<file path="config.mk">
export PLATFORM = sky130hd
export DESIGN_NAME = lut_wvf_sequencer
export DESIGN_NICKNAME = d
export VERILOG_FILES = /design/src/rtl/lut_wvf_sequencer.sv
export SDC_FILE = /design/constraint.sdc
export NUM_CORES = 1
export LEC_CHECK = 0
export BUFFER_PORTS_ARGS = -buffer_cell sky130_fd_sc_hd__buf_4
export CORE_MARGIN = 3
export CORE_UTILIZATION = 57
export CTS_BUF_LIST = sky130_fd_sc_hd__clkbuf_4
export DETAILED_ROUTE_END_ITERATION = 16
export PLACE_DENSITY = 0.84
export RECOVER_POWER = 25
export REMOVE_ABC_BUFFERS = 1
export SLEW_MARGIN = 10
export SYNTH_ARGS = -nofsm -noshare
export SYNTH_HDL_FRONTEND = slang
export SYNTH_SLANG_ARGS = --single-unit
</file>
<file path="constraint.sdc">
create_clock -name CLK_SYS -period 2.4 [get_ports CLK_SYS]
set_clock_uncertainty 0.2 [all_clocks]
set_input_delay 0.12 -clock CLK_SYS [delete_from_list [all_inputs] [get_ports CLK_SYS]]
set_output_delay 0.12 -clock CLK_SYS [all_outputs]
set_load 0.005 [all_outputs]
</file>
<file path="src/rtl/lut_wvf_sequencer.sv">
`default_nettype none
// ============================================================================
// Module   : lut_wvf_sequencer
// Brief    : Segment-table scheduler for an externally counted LUT waveform
//            generator: drives enable / wait cycles and counts periods.
// Revision : 1.0 - initial release
// ============================================================================
module lut_wvf_sequencer #(
    parameter int NUM_SEG    = 4,
    parameter int WAIT_WIDTH = 10,
    parameter int PER_WIDTH  = 8,
    parameter int GAP_WIDTH  = 12
) (
    input  logic                       CLK_SYS,
    input  logic                       nRST,
    input  logic                       START,
    input  logic                       ABORT,
    input  logic                       LOOP,
    input  logic                       CFG_WE,
    input  logic [$clog2(NUM_SEG)-1:0] CFG_ADDR,
    input  logic [WAIT_WIDTH-1:0]      CFG_WAIT,
    input  logic [PER_WIDTH-1:0]       CFG_PERIODS,
    input  logic [GAP_WIDTH-1:0]       CFG_GAP,
    input  logic                       CFG_LAST,
    input  logic                       GEN_LUT_END,
    output logic                       GEN_EN,
    output logic [WAIT_WIDTH-1:0]      GEN_WAIT_CYC,
    output logic                       BUSY,
    output logic [$clog2(NUM_SEG)-1:0] SEG_IDX,
    output logic                       DONE,
    output logic                       CFG_ERR
);

    localparam int                    c_idx_w    = $clog2(NUM_SEG);
    localparam logic [c_idx_w-1:0]    c_last_idx = c_idx_w'(NUM_SEG - 1);
    localparam logic [WAIT_WIDTH-1:0] c_wait_one = WAIT_WIDTH'(1);
    localparam logic [PER_WIDTH-1:0]  c_per_one  = PER_WIDTH'(1);
    localparam logic [GAP_WIDTH-1:0]  c_gap_one  = GAP_WIDTH'(1);

    localparam logic [1:0] c_st_idle = 2'd0;
    localparam logic [1:0] c_st_load = 2'd1;
    localparam logic [1:0] c_st_run  = 2'd2;
    localparam logic [1:0] c_st_gap  = 2'd3;

    logic [1:0]            state_q, state_d;
    logic [c_idx_w-1:0]    seg_idx_q, seg_idx_d;
    logic                  done_q, done_d;
    logic                  cfg_err_q;

    logic [WAIT_WIDTH-1:0] tbl_wait_q [NUM_SEG];
    logic [PER_WIDTH-1:0]  tbl_per_q  [NUM_SEG];
    logic [GAP_WIDTH-1:0]  tbl_gap_q  [NUM_SEG];
    logic                  tbl_last_q [NUM_SEG];

    logic [WAIT_WIDTH-1:0] act_wait_q, act_wait_d;
    logic [PER_WIDTH-1:0]  act_per_q, act_per_d;
    logic [GAP_WIDTH-1:0]  act_gap_q, act_gap_d;
    logic                  act_last_q, act_last_d;
    logic [PER_WIDTH-1:0]  per_cnt_q, per_cnt_d;
    logic [GAP_WIDTH-1:0]  gap_cnt_q, gap_cnt_d;
    logic                  lut_end_q, lut_end_d;

    logic                  w_addr_ok;
    logic                  w_cfg_ok;
    logic                  w_seg_end;
    logic [WAIT_WIDTH-1:0] w_sel_wait;
    logic [PER_WIDTH-1:0]  w_sel_per;
    logic [GAP_WIDTH-1:0]  w_sel_gap;
    logic                  w_sel_last;

    // Only non-power-of-two tables can be addressed past their end.
    generate
        if ((1 << c_idx_w) > NUM_SEG) begin : g_addr_chk
            assign w_addr_ok = ({{(32 - c_idx_w){1'b0}}, CFG_ADDR} < 32'(NUM_SEG));
        end else begin : g_addr_full
            assign w_addr_ok = 1'b1;
        end
    endgenerate

    assign w_cfg_ok = CFG_WE && w_addr_ok && (CFG_WAIT != '0) && (CFG_PERIODS != '0);

    always_ff @(posedge CLK_SYS or negedge nRST) begin
        if (!nRST) begin
            cfg_err_q <= 1'b0;
            for (int i = 0; i < NUM_SEG; i++) begin
                tbl_wait_q[i] <= c_wait_one;
                tbl_per_q[i]  <= c_per_one;
                tbl_gap_q[i]  <= '0;
                tbl_last_q[i] <= 1'b0;
            end
        end else begin
            cfg_err_q <= CFG_WE && !w_cfg_ok;
            for (int i = 0; i < NUM_SEG; i++) begin
                if (w_cfg_ok && (CFG_ADDR == c_idx_w'(i))) begin
                    tbl_wait_q[i] <= CFG_WAIT;
                    tbl_per_q[i]  <= CFG_PERIODS;
                    tbl_gap_q[i]  <= CFG_GAP;
                    tbl_last_q[i] <= CFG_LAST;
                end
            end
        end
    end

    always_comb begin
        w_sel_wait = c_wait_one;
        w_sel_per  = c_per_one;
        w_sel_gap  = '0;
        w_sel_last = 1'b0;
        for (int i = 0; i < NUM_SEG; i++) begin
            if (seg_idx_q == c_idx_w'(i)) begin
                w_sel_wait = tbl_wait_q[i];
                w_sel_per  = tbl_per_q[i];
                w_sel_gap  = tbl_gap_q[i];
                w_sel_last = tbl_last_q[i];
            end
        end
    end

    always_ff @(posedge CLK_SYS or negedge nRST) begin
        if (!nRST) begin
            state_q <= c_st_idle;
        end else begin
            state_q <= state_d;
        end
    end

    always_comb begin
        state_d    = state_q;
        seg_idx_d  = seg_idx_q;
        done_d     = 1'b0;
        act_wait_d = act_wait_q;
        act_per_d  = act_per_q;
        act_gap_d  = act_gap_q;
        act_last_d = act_last_q;
        per_cnt_d  = per_cnt_q;
        gap_cnt_d  = gap_cnt_q;
        lut_end_d  = lut_end_q;
        w_seg_end  = 1'b0;

        if (ABORT) begin
            state_d   = c_st_idle;
            seg_idx_d = '0;
        end else begin
            case (state_q)
                c_st_idle: begin
                    if (START) begin
                        state_d   = c_st_load;
                        seg_idx_d = '0;
                    end
                end
                c_st_load: begin
                    act_wait_d = w_sel_wait;
                    act_per_d  = w_sel_per;
                    act_gap_d  = w_sel_gap;
                    act_last_d = w_sel_last;
                    per_cnt_d  = '0;
                    lut_end_d  = 1'b0;
                    state_d    = c_st_run;
                end
                c_st_run: begin
                    lut_end_d = GEN_LUT_END;
                    // Only the falling edge marks a completed period.
                    if (lut_end_q && !GEN_LUT_END) begin
                        per_cnt_d = per_cnt_q + c_per_one;
                        if (per_cnt_d == act_per_q) begin
                            if (act_gap_q != '0) begin
                                state_d   = c_st_gap;
                                gap_cnt_d = '0;
                            end else begin
                                w_seg_end = 1'b1;
                            end
                        end
                    end
                end
                c_st_gap: begin
                    if ((gap_cnt_q + c_gap_one) == act_gap_q) begin
                        w_seg_end = 1'b1;
                    end else begin
                        gap_cnt_d = gap_cnt_q + c_gap_one;
                    end
                end
                default: state_d = c_st_idle;
            endcase

            if (w_seg_end) begin
                if (act_last_q || (seg_idx_q == c_last_idx)) begin
                    seg_idx_d = '0;
                    if (LOOP) begin
                        state_d = c_st_load;
                    end else begin
                        state_d = c_st_idle;
                        done_d  = 1'b1;
                    end
                end else begin
                    seg_idx_d = seg_idx_q + 1'b1;
                    state_d   = c_st_load;
                end
            end
        end
    end

    always_ff @(posedge CLK_SYS or negedge nRST) begin
        if (!nRST) begin
            seg_idx_q  <= '0;
            done_q     <= 1'b0;
            act_wait_q <= c_wait_one;
            act_per_q  <= c_per_one;
            act_gap_q  <= '0;
            act_last_q <= 1'b0;
            per_cnt_q  <= '0;
            gap_cnt_q  <= '0;
            lut_end_q  <= 1'b0;
        end else begin
            seg_idx_q  <= seg_idx_d;
            done_q     <= done_d;
            act_wait_q <= act_wait_d;
            act_per_q  <= act_per_d;
            act_gap_q  <= act_gap_d;
            act_last_q <= act_last_d;
            per_cnt_q  <= per_cnt_d;
            gap_cnt_q  <= gap_cnt_d;
            lut_end_q  <= lut_end_d;
        end
    end

    always_comb begin
        GEN_EN = (state_q == c_st_run);
        BUSY   = (state_q != c_st_idle);
    end

    assign GEN_WAIT_CYC = act_wait_q;
    assign SEG_IDX      = seg_idx_q;
    assign DONE         = done_q;
    assign CFG_ERR      = cfg_err_q;

endmodule
`default_nettype wire

</file>
After elaboration in Yosys (flattened, before gate mapping) --
Index checks and enable logic that the tools add are counted.
Operators by class: muxes and demuxes 48, equal/unequal tests 19, add/sub/neg operators 3, bitwise logic cells 1, reduce and logical (&&, ||, !) cells 29
Operators by type and width (number):
- 12-bit 2-to-1 mux | 8
- 10-bit 2-to-1 mux | 4
- 8-bit 2-to-1 mux | 5
- 2-bit 2-to-1 mux | 12
- 12-bit case mux with 2 select lines | 1
- 8-bit case mux with 2 select lines | 1
- 1-bit 2-to-1 mux | 14
- 12-bit by 1-bit adder with 12-bit output (second input constant) | 1
- 12-bit equality test | 1
- 2-bit equality test (second input constant) | 6
- 4-bit by 2-bit inequality test with 1-bit output (second input constant) | 3
- 12-bit nonzero test | 1
- 10-bit nonzero test | 1
- 8-bit by 1-bit adder with 8-bit output (second input constant) | 1
- 8-bit equality test | 1
- 1-bit logical AND | 8
- 8-bit nonzero test | 1
- 2-bit by 1-bit equality test with 1-bit output (second input constant) | 3
- 2-bit logical NOT | 3
- 2-bit by 1-bit inequality test with 1-bit output (second input constant) | 3
- 2-bit case mux with 3 select lines | 1
- 2-bit AND reduction | 3
- 6-bit AND reduction | 1
- 2-bit nonzero test | 3
- other kinds (11) | 14
Word-level totals: bits in registers 182, output and inout port bits 16

Longest topological paths before layout --
depth in word-level cells 8, gate-level depth with buffers 11, mapped depth without buffers 9

Least setup slack after synthesis --
Ideal clock, no wire load.
path kind reg-to-reg, start register state_q[0], end register gap_cnt_q[4], required time 2076 ps, slack -268 ps, arrival time 2344 ps, period minus slack after synthesis 2668 ps, stages on the path, launching flop included 11, setup time 124 ps, buffers on the path 1, cell sequence dfrtp_1 -> inv_1 -> ha_1 -> nand3b_1 -> nor3_1 -> nand3_1 -> nor4_4 -> a2bb2oi_2 -> or2_1 -> buf_6 -> a211o_1
On the way: word-level cells in the longest chain between the ends 3, elaborated cells between the ends (all ways) 9, those cells by class eq/ne (6); mux (1); reduce/logical (2)
RTL lines:
- from (decl) | line 45 | logic [1:0] state_q, state_d;
- from (signal assigned) | line 121 | state_q <= c_st_idle;
- from (signal assigned) | line 123 | state_q <= state_d;
- 2-bit equality test *
- named net GEN_EN | line 26 | output logic GEN_EN,
- 2-bit by 1-bit inequality test with 1-bit output (no line) or 2-bit nonzero test (tied branches)
- 6-bit AND reduction (no line)
- to (signal assigned) | line 221 | gap_cnt_q <= gap_cnt_d;
- to (decl) | line 60 | logic [GAP_WIDTH-1:0] gap_cnt_q, gap_cnt_d;
Mark *: on every way through the listed nets, which the timed path passes. The rest lies on a longest branch. A chain may end at the register's enable or synchronous reset.

Worst setup path in the final report --
start register gap_cnt_q[0], end register gap_cnt_q[5]
On the way: word-level cells in the longest chain between the ends 4, elaborated cells between the ends (all ways) 6, those cells by class add/sub (1); eq/ne (2); mux (2); reduce/logical (1)
RTL lines:
- 12-bit by 1-bit adder with 12-bit output * | line 176, 179
- 12-bit equality test | line 176 | if ((gap_cnt_q + c_gap_one) == act_gap_q) begin
- 2-bit inequality test (no line)
- 6-bit AND reduction (no line)
Every way passes the cells marked *; elsewhere a longest branch is shown, timed or not. The select of a mux whose other input is x is not followed.

==> results.json <==
{
  "status": "finished, violations left",
  "violations": "negative setup slack",
  "synth_warnings": 0,
  "netlist_instances": 822,
  "fin_nets": 1026,
  "post-route-drc-count": 0,
  "postPlaceCellArea_sq_um": 10100,
  "synth_seq_cells": 182,
  "antenna_left": 0,
  "place_congestion": 0.873,
  "critical_path_required_ns": 2.67,
  "use_met3": 0.0482,
  "reg2reg_depth": 9,
  "fin_crit_sh": 1.06,
  "r2r-start": "gap_cnt_q[0]",
  "initial_core_util": 0.585,
  "crit_path_start": "gap_cnt_q[0]",
  "die_width_microns": 131,
  "areaGrowthSynthToFinish_pct": 25.0,
  "worstMarginPinSlew_ns": 0.993,
  "slew_violations": 0,
  "grtUsageMet1": 0.337,
  "core_sq_um": 15300,
  "min_period_ns": 2.55,
  "async_flop_share": 1.00,
  "vias": 7108,
  "clock_latency_ns": 0.59,
  "ys_seq_area_frac": 0.509,
  "crit_path_end": "gap_cnt_q[5]",
  "final_common_cell": "dfrtp_1",
  "grt_use_total": 0.257,
  "clockRootBuffer": "clkbuf_4",
  "cellLeakagePower_nw": 5.01,
  "reg2reg_slack_ns": -0.15,
  "p_per_area_nw_per_um2": 765,
  "dp_hpwl_microns": 13500,
  "path_max_fanout": 4,
  "dr.pass1.iters": 5,
  "rsz0062_at_grt": "true",
  "vias_per_cell": 5.93,
  "die_y_microns": 131,
  "syn_area_per_cell_sq_um": 10.9,
  "power.total_mw": 8.57,
  "final_core_utilization": 0.732,
  "reg2reg_to": "gap_cnt_q[5]",
  "synth_cell_types": 65,
  "port_buffers": 55,
  "drive_gt1_frac": 0.372,
  "met2_usage": 0.430,
  "hp-class": "in -> reg",
  "grt_max_degree": 63,
  "antenna_cells": 0,
  "peakVddDrop_v": 0.000672,
  "path_clk_slew_ns": 0.14,
  "rows": 45,
  "hold_violations": 0,
  "synthFlopType": "dfrtp_1",
  "cts_made_buffers": 17,
  "cts_tree": "built",
  "grt_pass1_vias": 7224,
  "fmax_mhz": 392,
  "finalSetupViolCount": 15,
  "wl_per_cell_microns": 18.5,
  "synth_edf_count": 0,
  "die_area_sq_um": 17300,
  "fin_ws_ns": -0.154,
  "drt_iter0_markers": 660,
  "final_cell_area_sq_um": 11200,
  "syn_area_sq_um": 8960,
  "wirelength_microns": 22200,
  "gr-total-overflow": 0,
  "cp-start-kind": "register",
  "layout_common_cells": "dfrtp_1, mux2_2, buf_4, nor2_1, a21oi_1",
  "cts_buffer_depth": 2,
  "grt_pass1_wl_microns": 36200,
  "cts_sinks": 182,
  "max_cap_violations": 0,
  "h-tree-depth": 4,
  "num_io_pins": 56,
  "pre_cts_slack_ns": -0.230,
  "relSlewSlack": 0.338,
  "critPathKind": "reg -> reg",
  "antenna_found_initial": 0,
  "crit_path_end_kind": "register",
  "busiest_layer": "met2",
  "cp.arrival_ns": 2.83
}
-- routing by layer --
layer | wire length [microns] | up-vias
li1 | - | 3250
met1 | 9120 | 3552
met2 | 11300 | 263
met3 | 1270 | 43
met4 | 542 | 0
met5 | 0 | -
-- synth_stat cells (2+ instances only) --
master | n | share of area
a211o_1 | 3 | 0.0029
a21o_1 | 5 | 0.0042
a21oi_1 | 73 | 0.041
a22o_1 | 4 | 0.0039
a22oi_1 | 28 | 0.023
a31oi_1 | 2 | 0.0014
and2_1 | 4 | 0.0028
and3_1 | 7 | 0.0049
and4_1 | 2 | 0.0020
buf_1 | 9 | 0.0038
buf_2 | 11 | 0.0061
buf_4 | 2 | 0.0017
buf_6 | 3 | 0.0038
clkbuf_1 | 28 | 0.012
dfrtp_1 | 172 | 0.48
dfstp_2 | 10 | 0.029
ha_1 | 11 | 0.015
inv_1 | 12 | 0.0050
mux2_2 | 125 | 0.16
mux2i_1 | 5 | 0.0056
nand2_1 | 53 | 0.022
nand2b_1 | 7 | 0.0049
nand3_1 | 8 | 0.0045
nand3b_1 | 4 | 0.0033
nand4_1 | 2 | 0.0014
nor2_1 | 87 | 0.036
nor2b_1 | 2 | 0.0014
nor3_1 | 7 | 0.0039
nor4_1 | 7 | 0.0049
nor4b_1 | 3 | 0.0029
o21ai_0 | 50 | 0.028
o21bai_1 | 2 | 0.0017
o22ai_1 | 3 | 0.0021
o31a_1 | 2 | 0.0020
o31ai_1 | 10 | 0.0084
o41ai_2 | 2 | 0.0036
or2_2 | 2 | 0.0014
or3_1 | 3 | 0.0021
or3b_1 | 2 | 0.0020
or4_1 | 3 | 0.0025
xnor2_1 | 13 | 0.013
xor2_1 | 11 | 0.011
-- area by class of cell --
class                           count  area, sq um
Sequential cell                   182         4570
Multi-Input combinational cell    576         4390
Fill cell                        1010         4110
Timing Repair Buffer              186         1620
Tap cell                          211          264
Clock inverter                     13          173
Clock buffer                       19          143
Inverter                           12         45.0
-- worst max-delay path, cell delays in order (launching register included) --
cell	delay, ns
dfrtp_1	0.46
buf_6	0.13
nand3_4	0.05
or3_4	0.40
and3_4	0.17
o221ai_4	0.27
o21bai_2	0.13
buf_4	0.17
a211o_1	0.25
a22o_1	0.24
-- power by group --
part	total, mW	internal, mW	switching [mW]
Sequential	4.22	3.75	0.468
Clock	1.86	0.768	1.09
Combinational	2.49	1.28	1.21
Total	8.57	5.80	2.77
-- registers in the layout, indices dropped and copies added, names as in the netlist --
signal	flops
tbl_gap_q	48
lut_end_q	1
act_per_q	8
tbl_per_q	32
state_q	2
per_cnt_q	8
SEG_IDX	2
gap_cnt_q	12
tbl_wait_q	40
CFG_ERR	1
GEN_WAIT_CYC	10
DONE	1
act_gap_q	12
tbl_last_q	4
act_last_q	1
-- stage by stage --
stage          cells  hold slack (ns)  TNS, ns
4_1_cts         1191           0.0293    -1.12
2_1_floorplan    769           -0.376   -58.13
3_5_place_dp    1111          -0.0869    -2.11
3_3_place_gp    1111          -0.0842    -1.42
5_1_grt         1199           0.0493    -3.25
6_report        1199           0.0789    -1.34
-- timing repair --
item / CTS / global route
endpoints found under the hold margin: 332 / 0
setup buffers: 4 / 9
hold buffers: 44 / 0
gates cloned: 1 / 0
gates resized for setup: 18 / 45
pin swaps: 17 / 13
endpoints found under the setup margin: 18 / 126
-- worst min-delay path by stage --
stage               cells after the start  from            end
global placement                        1  nRST  gap_cnt_q[11]
global route                            3  LOOP           DONE
floorplan                               0  nRST        CFG_ERR
finish                                  3  LOOP           DONE
detailed placement                      1  nRST   gap_cnt_q[8]
CTS                                     3  LOOP           DONE
-- kinds of logic after synthesis --
kind of cell / synth area share
compound gates: 0.139
buf+inv: 0.0321
simple gates: 0.116
xor+xnor: 0.0260
mux: 0.163
flops: 0.509
fa+ha+maj: 0.0154
(Power assumes the default switching activity.)
